==> src/rtl/axi_lsu_master_if.sv <==
`default_nettype none
// ============================================================================
// axi_lsu_master_if : AXI4-Lite bus bundle between the load/store unit and data memory
// Revision: 1.0
// ============================================================================
interface axi_lsu_master_if #(
   parameter int ADDR_WIDTH = 32,
   parameter int DATA_WIDTH = 32
);
   logic                    M_AXI_AWVALID;
   logic                    M_AXI_AWREADY;
   logic [ADDR_WIDTH-1:0]   M_AXI_AWADDR;
   logic [2:0]              M_AXI_AWPROT;
   logic                    M_AXI_WVALID;
   logic                    M_AXI_WREADY;
   logic [DATA_WIDTH-1:0]   M_AXI_WDATA;
   logic [DATA_WIDTH/8-1:0] M_AXI_WSTRB;
   logic                    M_AXI_BVALID;
   logic                    M_AXI_BREADY;
   logic [1:0]              M_AXI_BRESP;
   logic                    M_AXI_ARVALID;
   logic                    M_AXI_ARREADY;
   logic [ADDR_WIDTH-1:0]   M_AXI_ARADDR;
   logic [2:0]              M_AXI_ARPROT;
   logic                    M_AXI_RVALID;
   logic                    M_AXI_RREADY;
   logic [DATA_WIDTH-1:0]   M_AXI_RDATA;
   logic [1:0]              M_AXI_RRESP;

   modport master (
      output M_AXI_AWVALID, M_AXI_AWADDR, M_AXI_AWPROT,
      output M_AXI_WVALID, M_AXI_WDATA, M_AXI_WSTRB,
      output M_AXI_BREADY,
      output M_AXI_ARVALID, M_AXI_ARADDR, M_AXI_ARPROT,
      output M_AXI_RREADY,
      input  M_AXI_AWREADY, M_AXI_WREADY, M_AXI_BVALID, M_AXI_BRESP,
      input  M_AXI_ARREADY, M_AXI_RVALID, M_AXI_RDATA, M_AXI_RRESP
   );

   modport slave (
      input  M_AXI_AWVALID, M_AXI_AWADDR, M_AXI_AWPROT,
      input  M_AXI_WVALID, M_AXI_WDATA, M_AXI_WSTRB,
      input  M_AXI_BREADY,
      input  M_AXI_ARVALID, M_AXI_ARADDR, M_AXI_ARPROT,
      input  M_AXI_RREADY,
      output M_AXI_AWREADY, M_AXI_WREADY, M_AXI_BVALID, M_AXI_BRESP,
      output M_AXI_ARREADY, M_AXI_RVALID, M_AXI_RDATA, M_AXI_RRESP
   );
endinterface
`default_nettype wire

==> src/rtl/axi_lsu_master.sv <==
`default_nettype none
// ============================================================================
// axi_lsu_master : RV32I load/store request to single AXI4-Lite transaction
// Revision: 1.0
// ============================================================================
module axi_lsu_master #(
   parameter int ADDR_WIDTH = 32,
   parameter int DATA_WIDTH = 32
) (
   input  wire                   CLK,
   input  wire                   RSTn,
   input  wire                   req_valid,
   output logic                  req_ready,
   input  wire                   req_we,
   input  wire  [2:0]            req_funct3,
   input  wire  [ADDR_WIDTH-1:0] req_addr,
   input  wire  [DATA_WIDTH-1:0] req_wdata,
   output logic                  rsp_valid,
   output logic [DATA_WIDTH-1:0] rsp_rdata,
   output logic                  rsp_err,
   output logic                  busy,
   axi_lsu_master_if.master      m_axi
);

   typedef enum logic [2:0] {
      S_IDLE       = 3'd0,
      S_WRITE      = 3'd1,
      S_WRITE_RESP = 3'd2,
      S_READ_ADDR  = 3'd3,
      S_READ_DATA  = 3'd4,
      S_RESP       = 3'd5
   } state_t;

   state_t                r_state;
   logic [2:0]            r_funct3;
   logic [1:0]            r_off;
   logic [ADDR_WIDTH-1:0] r_addr;
   logic [DATA_WIDTH-1:0] r_wdata;
   logic [3:0]            r_wstrb;
   logic                  r_awvalid;
   logic                  r_wvalid;
   logic                  r_bready;
   logic                  r_arvalid;
   logic                  r_rready;
   logic                  r_rsp_valid;
   logic                  r_rsp_err;
   logic [DATA_WIDTH-1:0] r_rsp_rdata;

   logic                  w_misaligned;
   logic                  w_illegal;
   logic                  w_req_err;
   logic [3:0]            w_strb;
   logic [DATA_WIDTH-1:0] w_wdata;
   logic [DATA_WIDTH-1:0] w_shifted;
   logic [DATA_WIDTH-1:0] w_load;

   always_comb begin
      w_misaligned = ((req_funct3[1:0] == 2'b01) && req_addr[0]) ||
                     ((req_funct3[1:0] == 2'b10) && (req_addr[1:0] != 2'b00));
      if (req_we)
         w_illegal = req_funct3[2] || (req_funct3[1:0] == 2'b11);
      else
         w_illegal = (req_funct3 == 3'b011) || (req_funct3 == 3'b110) || (req_funct3 == 3'b111);
      w_req_err = w_misaligned || w_illegal;
   end

   // Sub-word stores replicate the lane so the strobe alone selects the bytes.
   always_comb begin
      w_strb  = 4'b1111;
      w_wdata = req_wdata;
      case (req_funct3[1:0])
         2'b00: begin
            w_strb  = 4'b0001 << req_addr[1:0];
            w_wdata = {4{req_wdata[7:0]}};
         end
         2'b01: begin
            w_strb  = 4'b0011 << req_addr[1:0];
            w_wdata = {2{req_wdata[15:0]}};
         end
         default: ;
      endcase
   end

   always_comb begin
      w_shifted = m_axi.M_AXI_RDATA >> {r_off, 3'b000};
      case (r_funct3)
         3'b000:  w_load = {{24{w_shifted[7]}}, w_shifted[7:0]};
         3'b001:  w_load = {{16{w_shifted[15]}}, w_shifted[15:0]};
         3'b100:  w_load = {24'd0, w_shifted[7:0]};
         3'b101:  w_load = {16'd0, w_shifted[15:0]};
         default: w_load = w_shifted;
      endcase
   end

   always_ff @(posedge CLK or negedge RSTn) begin
      if (!RSTn) begin
         r_state     <= S_IDLE;
         r_funct3    <= 3'd0;
         r_off       <= 2'd0;
         r_addr      <= '0;
         r_wdata     <= '0;
         r_wstrb     <= 4'd0;
         r_awvalid   <= 1'b0;
         r_wvalid    <= 1'b0;
         r_bready    <= 1'b0;
         r_arvalid   <= 1'b0;
         r_rready    <= 1'b0;
         r_rsp_valid <= 1'b0;
         r_rsp_err   <= 1'b0;
         r_rsp_rdata <= '0;
      end else begin
         case (r_state)
            S_IDLE: begin
               if (req_valid) begin
                  r_funct3 <= req_funct3;
                  r_off    <= req_addr[1:0];
                  if (w_req_err) begin
                     r_state     <= S_RESP;
                     r_rsp_valid <= 1'b1;
                     r_rsp_err   <= 1'b1;
                     r_rsp_rdata <= '0;
                  end else if (req_we) begin
                     r_addr    <= {req_addr[ADDR_WIDTH-1:2], 2'b00};
                     r_wdata   <= w_wdata;
                     r_wstrb   <= w_strb;
                     r_awvalid <= 1'b1;
                     r_wvalid  <= 1'b1;
                     r_state   <= S_WRITE;
                  end else begin
                     r_addr    <= {req_addr[ADDR_WIDTH-1:2], 2'b00};
                     r_arvalid <= 1'b1;
                     r_state   <= S_READ_ADDR;
                  end
               end
            end
            S_WRITE: begin
               // AW and W retire independently; move on once neither is pending.
               if (m_axi.M_AXI_AWREADY) r_awvalid <= 1'b0;
               if (m_axi.M_AXI_WREADY)  r_wvalid  <= 1'b0;
               if ((!r_awvalid || m_axi.M_AXI_AWREADY) && (!r_wvalid || m_axi.M_AXI_WREADY)) begin
                  r_bready <= 1'b1;
                  r_state  <= S_WRITE_RESP;
               end
            end
            S_WRITE_RESP: begin
               if (m_axi.M_AXI_BVALID) begin
                  r_bready    <= 1'b0;
                  r_rsp_valid <= 1'b1;
                  r_rsp_err   <= (m_axi.M_AXI_BRESP != 2'b00);
                  r_rsp_rdata <= '0;
                  r_state     <= S_RESP;
               end
            end
            S_READ_ADDR: begin
               if (m_axi.M_AXI_ARREADY) begin
                  r_arvalid <= 1'b0;
                  r_rready  <= 1'b1;
                  r_state   <= S_READ_DATA;
               end
            end
            S_READ_DATA: begin
               if (m_axi.M_AXI_RVALID) begin
                  r_rready    <= 1'b0;
                  r_rsp_valid <= 1'b1;
                  r_rsp_err   <= (m_axi.M_AXI_RRESP != 2'b00);
                  r_rsp_rdata <= (m_axi.M_AXI_RRESP != 2'b00) ? '0 : w_load;
                  r_state     <= S_RESP;
               end
            end
            S_RESP: begin
               r_rsp_valid <= 1'b0;
               r_state     <= S_IDLE;
            end
            default: r_state <= S_IDLE;
         endcase
      end
   end

   assign req_ready = (r_state == S_IDLE);
   assign busy      = (r_state != S_IDLE);
   assign rsp_valid = r_rsp_valid;
   assign rsp_err   = r_rsp_err;
   assign rsp_rdata = r_rsp_rdata;

   assign m_axi.M_AXI_AWVALID = r_awvalid;
   assign m_axi.M_AXI_AWADDR  = r_addr;
   assign m_axi.M_AXI_AWPROT  = 3'b000;
   assign m_axi.M_AXI_WVALID  = r_wvalid;
   assign m_axi.M_AXI_WDATA   = r_wdata;
   assign m_axi.M_AXI_WSTRB   = r_wstrb;
   assign m_axi.M_AXI_BREADY  = r_bready;
   assign m_axi.M_AXI_ARVALID = r_arvalid;
   assign m_axi.M_AXI_ARADDR  = r_addr;
   assign m_axi.M_AXI_ARPROT  = 3'b000;
   assign m_axi.M_AXI_RREADY  = r_rready;

endmodule
`default_nettype wire

==> src/flat_wrapper.sv <==
// flat-port wrapper written by rule: the top's interface ports become plain ports
module axi_lsu_master_flat 
#(
   parameter int ADDR_WIDTH = 32,
   parameter int DATA_WIDTH = 32
)
  (CLK, RSTn, req_valid, req_ready, req_we, req_funct3, req_addr, req_wdata, rsp_valid, rsp_rdata, rsp_err, busy, m_axi_M_AXI_AWVALID, m_axi_M_AXI_AWADDR, m_axi_M_AXI_AWPROT, m_axi_M_AXI_WVALID, m_axi_M_AXI_WDATA, m_axi_M_AXI_WSTRB, m_axi_M_AXI_BREADY, m_axi_M_AXI_ARVALID, m_axi_M_AXI_ARADDR, m_axi_M_AXI_ARPROT, m_axi_M_AXI_RREADY, m_axi_M_AXI_AWREADY, m_axi_M_AXI_WREADY, m_axi_M_AXI_BVALID, m_axi_M_AXI_BRESP, m_axi_M_AXI_ARREADY, m_axi_M_AXI_RVALID, m_axi_M_AXI_RDATA, m_axi_M_AXI_RRESP);
  axi_lsu_master_if #(.ADDR_WIDTH(ADDR_WIDTH), .DATA_WIDTH(DATA_WIDTH)) m_axi_i ();
  input  wire CLK;
  input  wire RSTn;
  input  wire req_valid;
  output logic req_ready;
  input  wire req_we;
  input  wire  [2:0] req_funct3;
  input  wire  [ADDR_WIDTH-1:0] req_addr;
  input  wire  [DATA_WIDTH-1:0] req_wdata;
  output logic rsp_valid;
  output logic [DATA_WIDTH-1:0] rsp_rdata;
  output logic rsp_err;
  output logic busy;
  output wire logic [$bits(m_axi_i.M_AXI_AWVALID)-1:0] m_axi_M_AXI_AWVALID;
  output wire logic [$bits(m_axi_i.M_AXI_AWADDR)-1:0] m_axi_M_AXI_AWADDR;
  output wire logic [$bits(m_axi_i.M_AXI_AWPROT)-1:0] m_axi_M_AXI_AWPROT;
  output wire logic [$bits(m_axi_i.M_AXI_WVALID)-1:0] m_axi_M_AXI_WVALID;
  output wire logic [$bits(m_axi_i.M_AXI_WDATA)-1:0] m_axi_M_AXI_WDATA;
  output wire logic [$bits(m_axi_i.M_AXI_WSTRB)-1:0] m_axi_M_AXI_WSTRB;
  output wire logic [$bits(m_axi_i.M_AXI_BREADY)-1:0] m_axi_M_AXI_BREADY;
  output wire logic [$bits(m_axi_i.M_AXI_ARVALID)-1:0] m_axi_M_AXI_ARVALID;
  output wire logic [$bits(m_axi_i.M_AXI_ARADDR)-1:0] m_axi_M_AXI_ARADDR;
  output wire logic [$bits(m_axi_i.M_AXI_ARPROT)-1:0] m_axi_M_AXI_ARPROT;
  output wire logic [$bits(m_axi_i.M_AXI_RREADY)-1:0] m_axi_M_AXI_RREADY;
  input wire logic [$bits(m_axi_i.M_AXI_AWREADY)-1:0] m_axi_M_AXI_AWREADY;
  input wire logic [$bits(m_axi_i.M_AXI_WREADY)-1:0] m_axi_M_AXI_WREADY;
  input wire logic [$bits(m_axi_i.M_AXI_BVALID)-1:0] m_axi_M_AXI_BVALID;
  input wire logic [$bits(m_axi_i.M_AXI_BRESP)-1:0] m_axi_M_AXI_BRESP;
  input wire logic [$bits(m_axi_i.M_AXI_ARREADY)-1:0] m_axi_M_AXI_ARREADY;
  input wire logic [$bits(m_axi_i.M_AXI_RVALID)-1:0] m_axi_M_AXI_RVALID;
  input wire logic [$bits(m_axi_i.M_AXI_RDATA)-1:0] m_axi_M_AXI_RDATA;
  input wire logic [$bits(m_axi_i.M_AXI_RRESP)-1:0] m_axi_M_AXI_RRESP;
  assign m_axi_M_AXI_AWVALID = m_axi_i.M_AXI_AWVALID;
  assign m_axi_M_AXI_AWADDR = m_axi_i.M_AXI_AWADDR;
  assign m_axi_M_AXI_AWPROT = m_axi_i.M_AXI_AWPROT;
  assign m_axi_M_AXI_WVALID = m_axi_i.M_AXI_WVALID;
  assign m_axi_M_AXI_WDATA = m_axi_i.M_AXI_WDATA;
  assign m_axi_M_AXI_WSTRB = m_axi_i.M_AXI_WSTRB;
  assign m_axi_M_AXI_BREADY = m_axi_i.M_AXI_BREADY;
  assign m_axi_M_AXI_ARVALID = m_axi_i.M_AXI_ARVALID;
  assign m_axi_M_AXI_ARADDR = m_axi_i.M_AXI_ARADDR;
  assign m_axi_M_AXI_ARPROT = m_axi_i.M_AXI_ARPROT;
  assign m_axi_M_AXI_RREADY = m_axi_i.M_AXI_RREADY;
  assign m_axi_i.M_AXI_AWREADY = m_axi_M_AXI_AWREADY;
  assign m_axi_i.M_AXI_WREADY = m_axi_M_AXI_WREADY;
  assign m_axi_i.M_AXI_BVALID = m_axi_M_AXI_BVALID;
  assign m_axi_i.M_AXI_BRESP = m_axi_M_AXI_BRESP;
  assign m_axi_i.M_AXI_ARREADY = m_axi_M_AXI_ARREADY;
  assign m_axi_i.M_AXI_RVALID = m_axi_M_AXI_RVALID;
  assign m_axi_i.M_AXI_RDATA = m_axi_M_AXI_RDATA;
  assign m_axi_i.M_AXI_RRESP = m_axi_M_AXI_RRESP;
  axi_lsu_master #(.ADDR_WIDTH(ADDR_WIDTH), .DATA_WIDTH(DATA_WIDTH)) u_core (.CLK(CLK), .RSTn(RSTn), .req_valid(req_valid), .req_ready(req_ready), .req_we(req_we), .req_funct3(req_funct3), .req_addr(req_addr), .req_wdata(req_wdata), .rsp_valid(rsp_valid), .rsp_rdata(rsp_rdata), .rsp_err(rsp_err), .busy(busy), .m_axi(m_axi_i));
endmodule
==> config.mk <==
export PLATFORM = sky130hd
export DESIGN_NAME = axi_lsu_master_flat
export DESIGN_NICKNAME = d
export VERILOG_FILES = /design/src/rtl/axi_lsu_master_if.sv /design/src/rtl/axi_lsu_master.sv /design/src/flat_wrapper.sv
export SDC_FILE = /design/constraint.sdc
export NUM_CORES = 1
export LEC_CHECK = 0
export CAP_MARGIN = 15
export CORE_MARGIN = 2
export CORE_UTILIZATION = 55
export CTS_BUF_LIST = sky130_fd_sc_hd__clkbuf_4 sky130_fd_sc_hd__clkbuf_8
export DETAILED_ROUTE_END_ITERATION = 16
export DONT_BUFFER_PORTS = 1
export PLACE_DENSITY = 0.8
export SKIP_LAST_GASP = 1
export SLEW_MARGIN = 20
export SYNTH_ARGS = -nofsm -noshare
export SYNTH_HDL_FRONTEND = slang
export SYNTH_SLANG_ARGS = --single-unit
==> constraint.sdc <==
create_clock -name CLK -period 2.9 [get_ports CLK]
set_input_delay 0.58 -clock CLK [delete_from_list [all_inputs] [get_ports CLK]]
set_output_delay 0.58 -clock CLK [all_outputs]
set_load 0.02 [all_outputs]
== Word level (Yosys, flattened, before mapping) ==
Cells that the tools add are included.

* Bits in registers: 113
* Word-level logic and storage cells: 123

* Equality and inequality tests: 25
* Shift-type cells: 3
* Muxes and demuxes: 44
* Bitwise logic cells: 1
* Reduce and logical (&&, ||, !) cells: 36

{| class="wikitable"
|+ Operator list
! operator !! number
|-
| two-way mux 32 bit || 5
|-
| one-hot mux 32 bit (4 select lines) || 1
|-
| one-hot mux 32 bit (3 select lines) || 1
|-
| one-hot mux 32 bit (2 select lines) || 1
|-
| >> shifter 32 x 5 -> 32 bit || 1
|-
| AND reduction 5 bit || 6
|-
| two-way mux 1 bit || 20
|-
| equality test 3 bit (second input constant) || 6
|-
| two-way mux 3 bit || 6
|-
| inequality test 2 bit (second input constant) || 8
|-
| one-hot mux 3 bit (5 select lines) || 1
|-
| nonzero test 2 bit || 7
|-
| one-hot mux 1 bit (2 select lines) || 5
|-
| equality test 3 x 2 -> 1 bit (second input constant) || 3
|-
| AND reduction 3 bit || 3
|-
| one-hot mux 4 bit (2 select lines) || 1
|-
| logical OR 1 bit || 7
|-
| equality test 3 x 1 -> 1 bit (second input constant) || 2
|-
| logical NOT 3 bit || 2
|-
| inequality test 2 x 1 -> 1 bit (second input constant) || 3
|-
| nonzero test 3 bit || 2
|-
| equality test 2 bit (second input constant) || 2
|-
| one-hot mux 1 bit (4 select lines) || 1
|-
| AND reduction 4 bit || 1
|-
| 11 further kinds || 14
|}

== Depth between registers and ports, before layout ==
* Depth after elaboration: 8
* Gate-level depth with buffers: 8
* Gate-level depth less buffers: 5

== Worst setup path after synthesis ==
OpenSTA, ideal clock, no wires.

* Path type: input to register
* From: in req_funct3[0]
* To: reg u_core.r_wdata[6], in the netlist u_core.m_axi.M_AXI_WDATA[6]
* Setup time: 125 ps
* Arrival time: 1986 ps
* Path slack: 789 ps
* Stages on the path: 7
* Path buffers: 3
* Cell sequence: clkbuf_1 > or4_4 > nand2_2 > nand3_2 > buf_6 > buf_6 > mux2_4

* Cells in the longest elaborated chain, start to end: 7
* Elaborated cells between the ends (all ways): 16
* Those cells by class: 6 x eq/ne; 1 x mux; 1 x bitwise; 8 x reduce/logical

{| class="wikitable"
|+ Ends and longest elaborated chain
! what !! RTL line !! RTL
|-
| from (decl) || flat_wrapper.sv:14 || <nowiki>input wire [2:0] req_funct3;</nowiki>
|-
| equality test 3 x 2 -> 1 bit / equality test 3 bit (equally long branches) || axi_lsu_master.sv:63 || <nowiki>w_illegal = (req_funct3 == 3'b011) || (req_funct3 == 3'b110) || (req_funct3 == 3'b111);</nowiki>
|-
| logical OR 1 bit (2 in a row) || axi_lsu_master.sv:63 ||
|-
| two-way mux 1 bit || axi_lsu_master.sv:60 || <nowiki>if (req_we)</nowiki>
|-
| logical OR 1 bit * || axi_lsu_master.sv:64 || <nowiki>w_req_err = w_misaligned || w_illegal;</nowiki>
|-
| NOT 1 bit (no line) * || - ||
|-
| AND reduction 4 bit (no line) * || - ||
|-
| to (signal assigned) || axi_lsu_master.sv:124 || <nowiki>r_wdata <= w_wdata;</nowiki>
|-
| to (decl) || axi_lsu_master.sv:38 || <nowiki>logic [DATA_WIDTH-1:0] r_wdata;</nowiki>
|}

Every way passes the cells marked *; elsewhere a longest branch is shown, timed or not.
A chain may end at the register's enable or synchronous reset.

== Worst setup path in the final report ==
* From: reg u_core.r_off[0]
* To: reg u_core.r_rsp_rdata[17], in the netlist u_core.rsp_rdata[17]

* Cells in the longest elaborated chain, start to end: 5

{| class="wikitable"
|+ Ends and longest elaborated chain
! what !! RTL line !! RTL
|-
| from (decl) || axi_lsu_master.sv:36 || <nowiki>logic [1:0] r_off;</nowiki>
|-
| from (signal assigned) || axi_lsu_master.sv:116 || <nowiki>r_off <= req_addr[1:0];</nowiki>
|-
| >> shifter 32 x 5 -> 32 bit || axi_lsu_master.sv:85 || <nowiki>w_shifted = m_axi.M_AXI_RDATA >> {r_off, 3'b000};</nowiki>
|-
| one-hot mux 32 bit (4 select lines) || axi_lsu_master.sv:86 || <nowiki>case (r_funct3)</nowiki>
|-
| two-way mux 32 bit || axi_lsu_master.sv:166 || <nowiki>r_rsp_rdata <= (m_axi.M_AXI_RRESP != 2'b00) ? '0 : w_load;</nowiki>
|-
| two-way mux 32 bit || axi_lsu_master.sv:162 || <nowiki>if (m_axi.M_AXI_RVALID) begin</nowiki>
|-
| one-hot mux 32 bit (3 select lines) || axi_lsu_master.sv:112 || <nowiki>case (r_state)</nowiki>
|-
| to (signal assigned) || axi_lsu_master.sv:166 ||
|-
| to (decl) || axi_lsu_master.sv:47 || <nowiki>logic [DATA_WIDTH-1:0] r_rsp_rdata;</nowiki>
|}

No other way between the ends. The select of a mux whose other input is x is not followed.

==> results.md <==
- Area share of and/or/nand/nor cells after synthesis: 0.111
- Hold violation count in the final report: 113
- CP Data Required Time: between 3 and 4 ns
- Nature of the critical path startpoint: flip-flop
- Rel. slew slack: 0.438
- Antenna viol nets, final: 0
- Combinational power share: 0.247
- First-pass GRT wire length: around 22,000 um
- FMAX: 434 MHz
- Die X: 107 um
- Setup ws final: around 0.60 ns
- # diodes: 0
- Worst hold margin: -0.153 ns
- Fill count: ~870
- # IOs: roughly 260
- Detailed placer's ending HPWL: 10,100 um
- Critical R2R Launch: u_core.r_off[0]
- Path category of the worst min-delay check: primary input to async pin
- Skew final: approximately 0.017 ns
- Power density over the cells: roughly 1200 nW/um2
- Cell-internal power: ~4.0 mW
- Initial antenna violation count: 0
- Core Area: approximately 10,000 um2
- Critical path class: flip-flop to flip-flop
- Count of standard-cell rows: 37
- Synth Area in XOR/XNOR: 0
- Inserted Clock Buffers: 17
- PortBufs: 0
- Die height: about 110 um
- Sequential share of power: 0.531
- CP Capture Type: flip-flop
- Cell Chain, Critical Path: buf_4 -> mux2_2 -> o32ai_1 -> nor3_2 -> a31oi_4 -> a21oi_1
- CTS max path bufs: 2
- Clk slew on worst S/H paths: approximately 0.08 ns
- Place WS: approximately 0.58 ns
- Vias: 4,091
- Clk_lat worst skew: roughly 0.43 ns
- Total Routed Length: 13,900 um
- Net Sw Frac: 0.463
- Sink Count: 113
- CTS H-Tree Depth: 4
- Die Area: approximately 11,000 um2
- Clock root buffer: clkbuf_8
- Initial Util: 0.566
- Netlist cell types: 47
- Ys async rst share: 1.00
- # Max-Cap Violations: 0
- Post-synthesis adder-cell area fraction: 0
- CTS tree: yes
- Number of global-route vias before repair: 4,166
- Drt first pass iters: 5
- Share of post-route cells with drive strength above 1: 0.172
- Seq cells post-synth: roughly 110
- Sequential area share after synthesis: 0.486
- Syn avg cell area: ~10 um2
- Tot Pwr: approximately 7.5 mW
- Synth Instances: 569
- Leak: about 2.7 nW
- # nets final: around 640
- Actual slew at the worst max-slew pin: around 0.84 ns
- Post-DP Area: roughly 5600 um2
- Gr usage total: 0.247
- Number of synthesized flops with an enable pin: 0
- Post-synthesis cell area: between 5000 and 6000 um2
- Slew Viols, Final: 0
- Final Cell Area: approximately 6000 um2
- Slowest cell delay on critical path: ~0.57 ns
- Largest net degree at the start of global routing: around 110
- Failing checks: negative hold slack
- Final Wtd Congestion: a little under 0.9
- Ys flop type: dfrtp_1
- Crit path DAT: ~2.7 ns
- Main combinational cell family by area after synthesis: multiplexers
- Aggregate global routing overflow: 0
- Critical path's slowest cell: nor3_2
- # setup viols final: 0
- Worst-path fanout max: 23
- Fin crit share: 0.795
- Post-cts sizing count: 0
- Sw Pwr: between 3 and 4 mW
- Via density: between 6 and 7
- Worst vdd ir: 0.000629 V
- Post-route insts no fill: 678
- CP delay by family, top: simple AND/OR/NAND/NOR gates
- Post-route setup TNS: 0 ns
- Post-synthesis compound-gate area fraction: 0.142
- Tmin final: between 2 and 2.5 ns
- Per-cell routed wire length: ~21 um
- RSZ-0062 raised after global routing: no
- Starting DRC count in detailed routing: between 300 and 400
- Clock share of power: 0.222
- Status: finished, violations left
- Mux share of post-synthesis cell area: 0.169
- Synth Warn #: 0
- Placed Cells: 646
- Area growth from synthesis to layout: 3.68%
- Drc violations: 0
- Critical path buffers and inverters: 1
- Crit path launch: u_core.r_off[0]
==> Yosys cell counts (3+ instances only) <==
library cell  number  share of area
mux2_1             8          0.015
mux2i_1           40          0.069
a31oi_1            4         0.0043
o21ai_0           52          0.045
nor2b_1            5         0.0054
nand3_1            9         0.0077
nand2b_1           3         0.0032
a21oi_1           46          0.040
clkbuf_1          15         0.0097
nor2_1            40          0.026
buf_4             48          0.062
buf_2              4         0.0034
mux2_2            41          0.079
o31ai_1           16          0.021
buf_6              4         0.0077
buf_1              3         0.0019
dfrtp_1          113           0.49
o22ai_1            3         0.0032
inv_1              8         0.0052
nand2_1           75          0.048
==> area by class of cell <==
type                            instances  area [um2]  area share
Inverter                                9        33.8     0.00561
Clock buffer                           18         248      0.0411
Timing Repair Buffer                    6        45.0     0.00747
Tap cell                              136         170      0.0282
Sequential cell                       113        2830       0.469
Clock inverter                         14         203      0.0336
Multi-Input combinational cell        382        2500       0.415
==> power by group through the flow <==
| stage | clock (mW) | combinational [mW] | sequential [mW] |
|---|---|---|---|
| floorplan | 0 | 2.27 | 3.40 |
| finish | 1.67 | 1.85 | 3.98 |
| detailed placement | 0 | 1.86 | 4.01 |
| global placement | 0 | 1.76 | 3.98 |
| CTS | 1.70 | 1.86 | 3.99 |
| global route | 1.78 | 2.09 | 4.07 |
==> routing by layer <==
layer,track usage,share of wire,vias up
met5,0,0,-
met4,0.0844,0.012,0
met3,0.119,0.12,17
met2,0.399,0.50,225
met1,0.289,0.37,1995
li1,-,-,1854
==> stage by stage <==
| step | hold WS [ns] | utilization |
|---|---|---|
| after floorplan | 0.284 | - |
| after global placement | 0.287 | 0.542 |
| final | -0.153 | 0.586 |
| after global routing | -0.198 | 0.586 |
| after detailed placement | 0.288 | 0.542 |
| after CTS | -0.185 | 0.586 |
==> kinds of logic after synthesis <==
| family | count (synthesis) |
|---|---|
| simple gates | 144 |
| compound gates | 137 |
| flops | 113 |
| mux | 91 |
| buf+inv | 83 |
| other cells | 1 |
==> cell usage in the layout, fill, tap and decap left out, types with 2 or more instances in the layout <==
cell type / instances
inv_6: 3
conb_1: 10
clkinv_4: 5
buf_4: 6
nor2b_1: 5
nand3_1: 9
nand2b_1: 3
a21o_1: 2
o21ai_0: 52
mux2i_1: 40
a22oi_1: 2
nor3_1: 2
o22ai_1: 3
a31oi_1: 4
mux2_1: 8
bufinv_16: 4
mux2_2: 41
clkbuf_8: 18
dfrtp_1: 113
inv_1: 8
mux2_4: 2
nand2_1: 75
o31ai_1: 16
a21oi_1: 46
nor2_1: 40
==> state kept, by name, indices dropped and copies added, names as in the netlist <==
name and cells:
u_core.r_off 2, u_core.m_axi.M_AXI_ARADDR 30, u_core.r_funct3 3, u_core.rsp_valid 1
u_core.m_axi.M_AXI_WDATA 32, u_core.m_axi.M_AXI_BREADY 1, u_core.r_state 3, u_core.rsp_err 1
u_core.m_axi.M_AXI_WSTRB 4, u_core.m_axi.M_AXI_ARVALID 1, u_core.m_axi.M_AXI_AWVALID 1, u_core.rsp_rdata 32
u_core.m_axi.M_AXI_RREADY 1, u_core.m_axi.M_AXI_WVALID 1
==> worst paths after layout <==
check | to | slack, ns | cells after the start
hold reg to reg | u_core.r_funct3[1] | 0.60 | 1
min in group CLK | u_core.m_axi.M_AXI_AWVALID | 0.25 | 1
max in group asynchronous | u_core.r_state[2] | 2.87 | 0
hold / removal | u_core.rsp_rdata[9] | -0.15 | 0
setup / recovery | u_core.rsp_rdata[17] | 0.60 | 6
setup reg to reg | u_core.rsp_rdata[17] | 0.60 | 6
==> timing repair <==
item	CTS	global route
setup buffers	0	0
endpoints found under the hold margin	113	113
setup endpoints to repair	0	0
No activity file was read; power rests on OpenSTA's default activity.
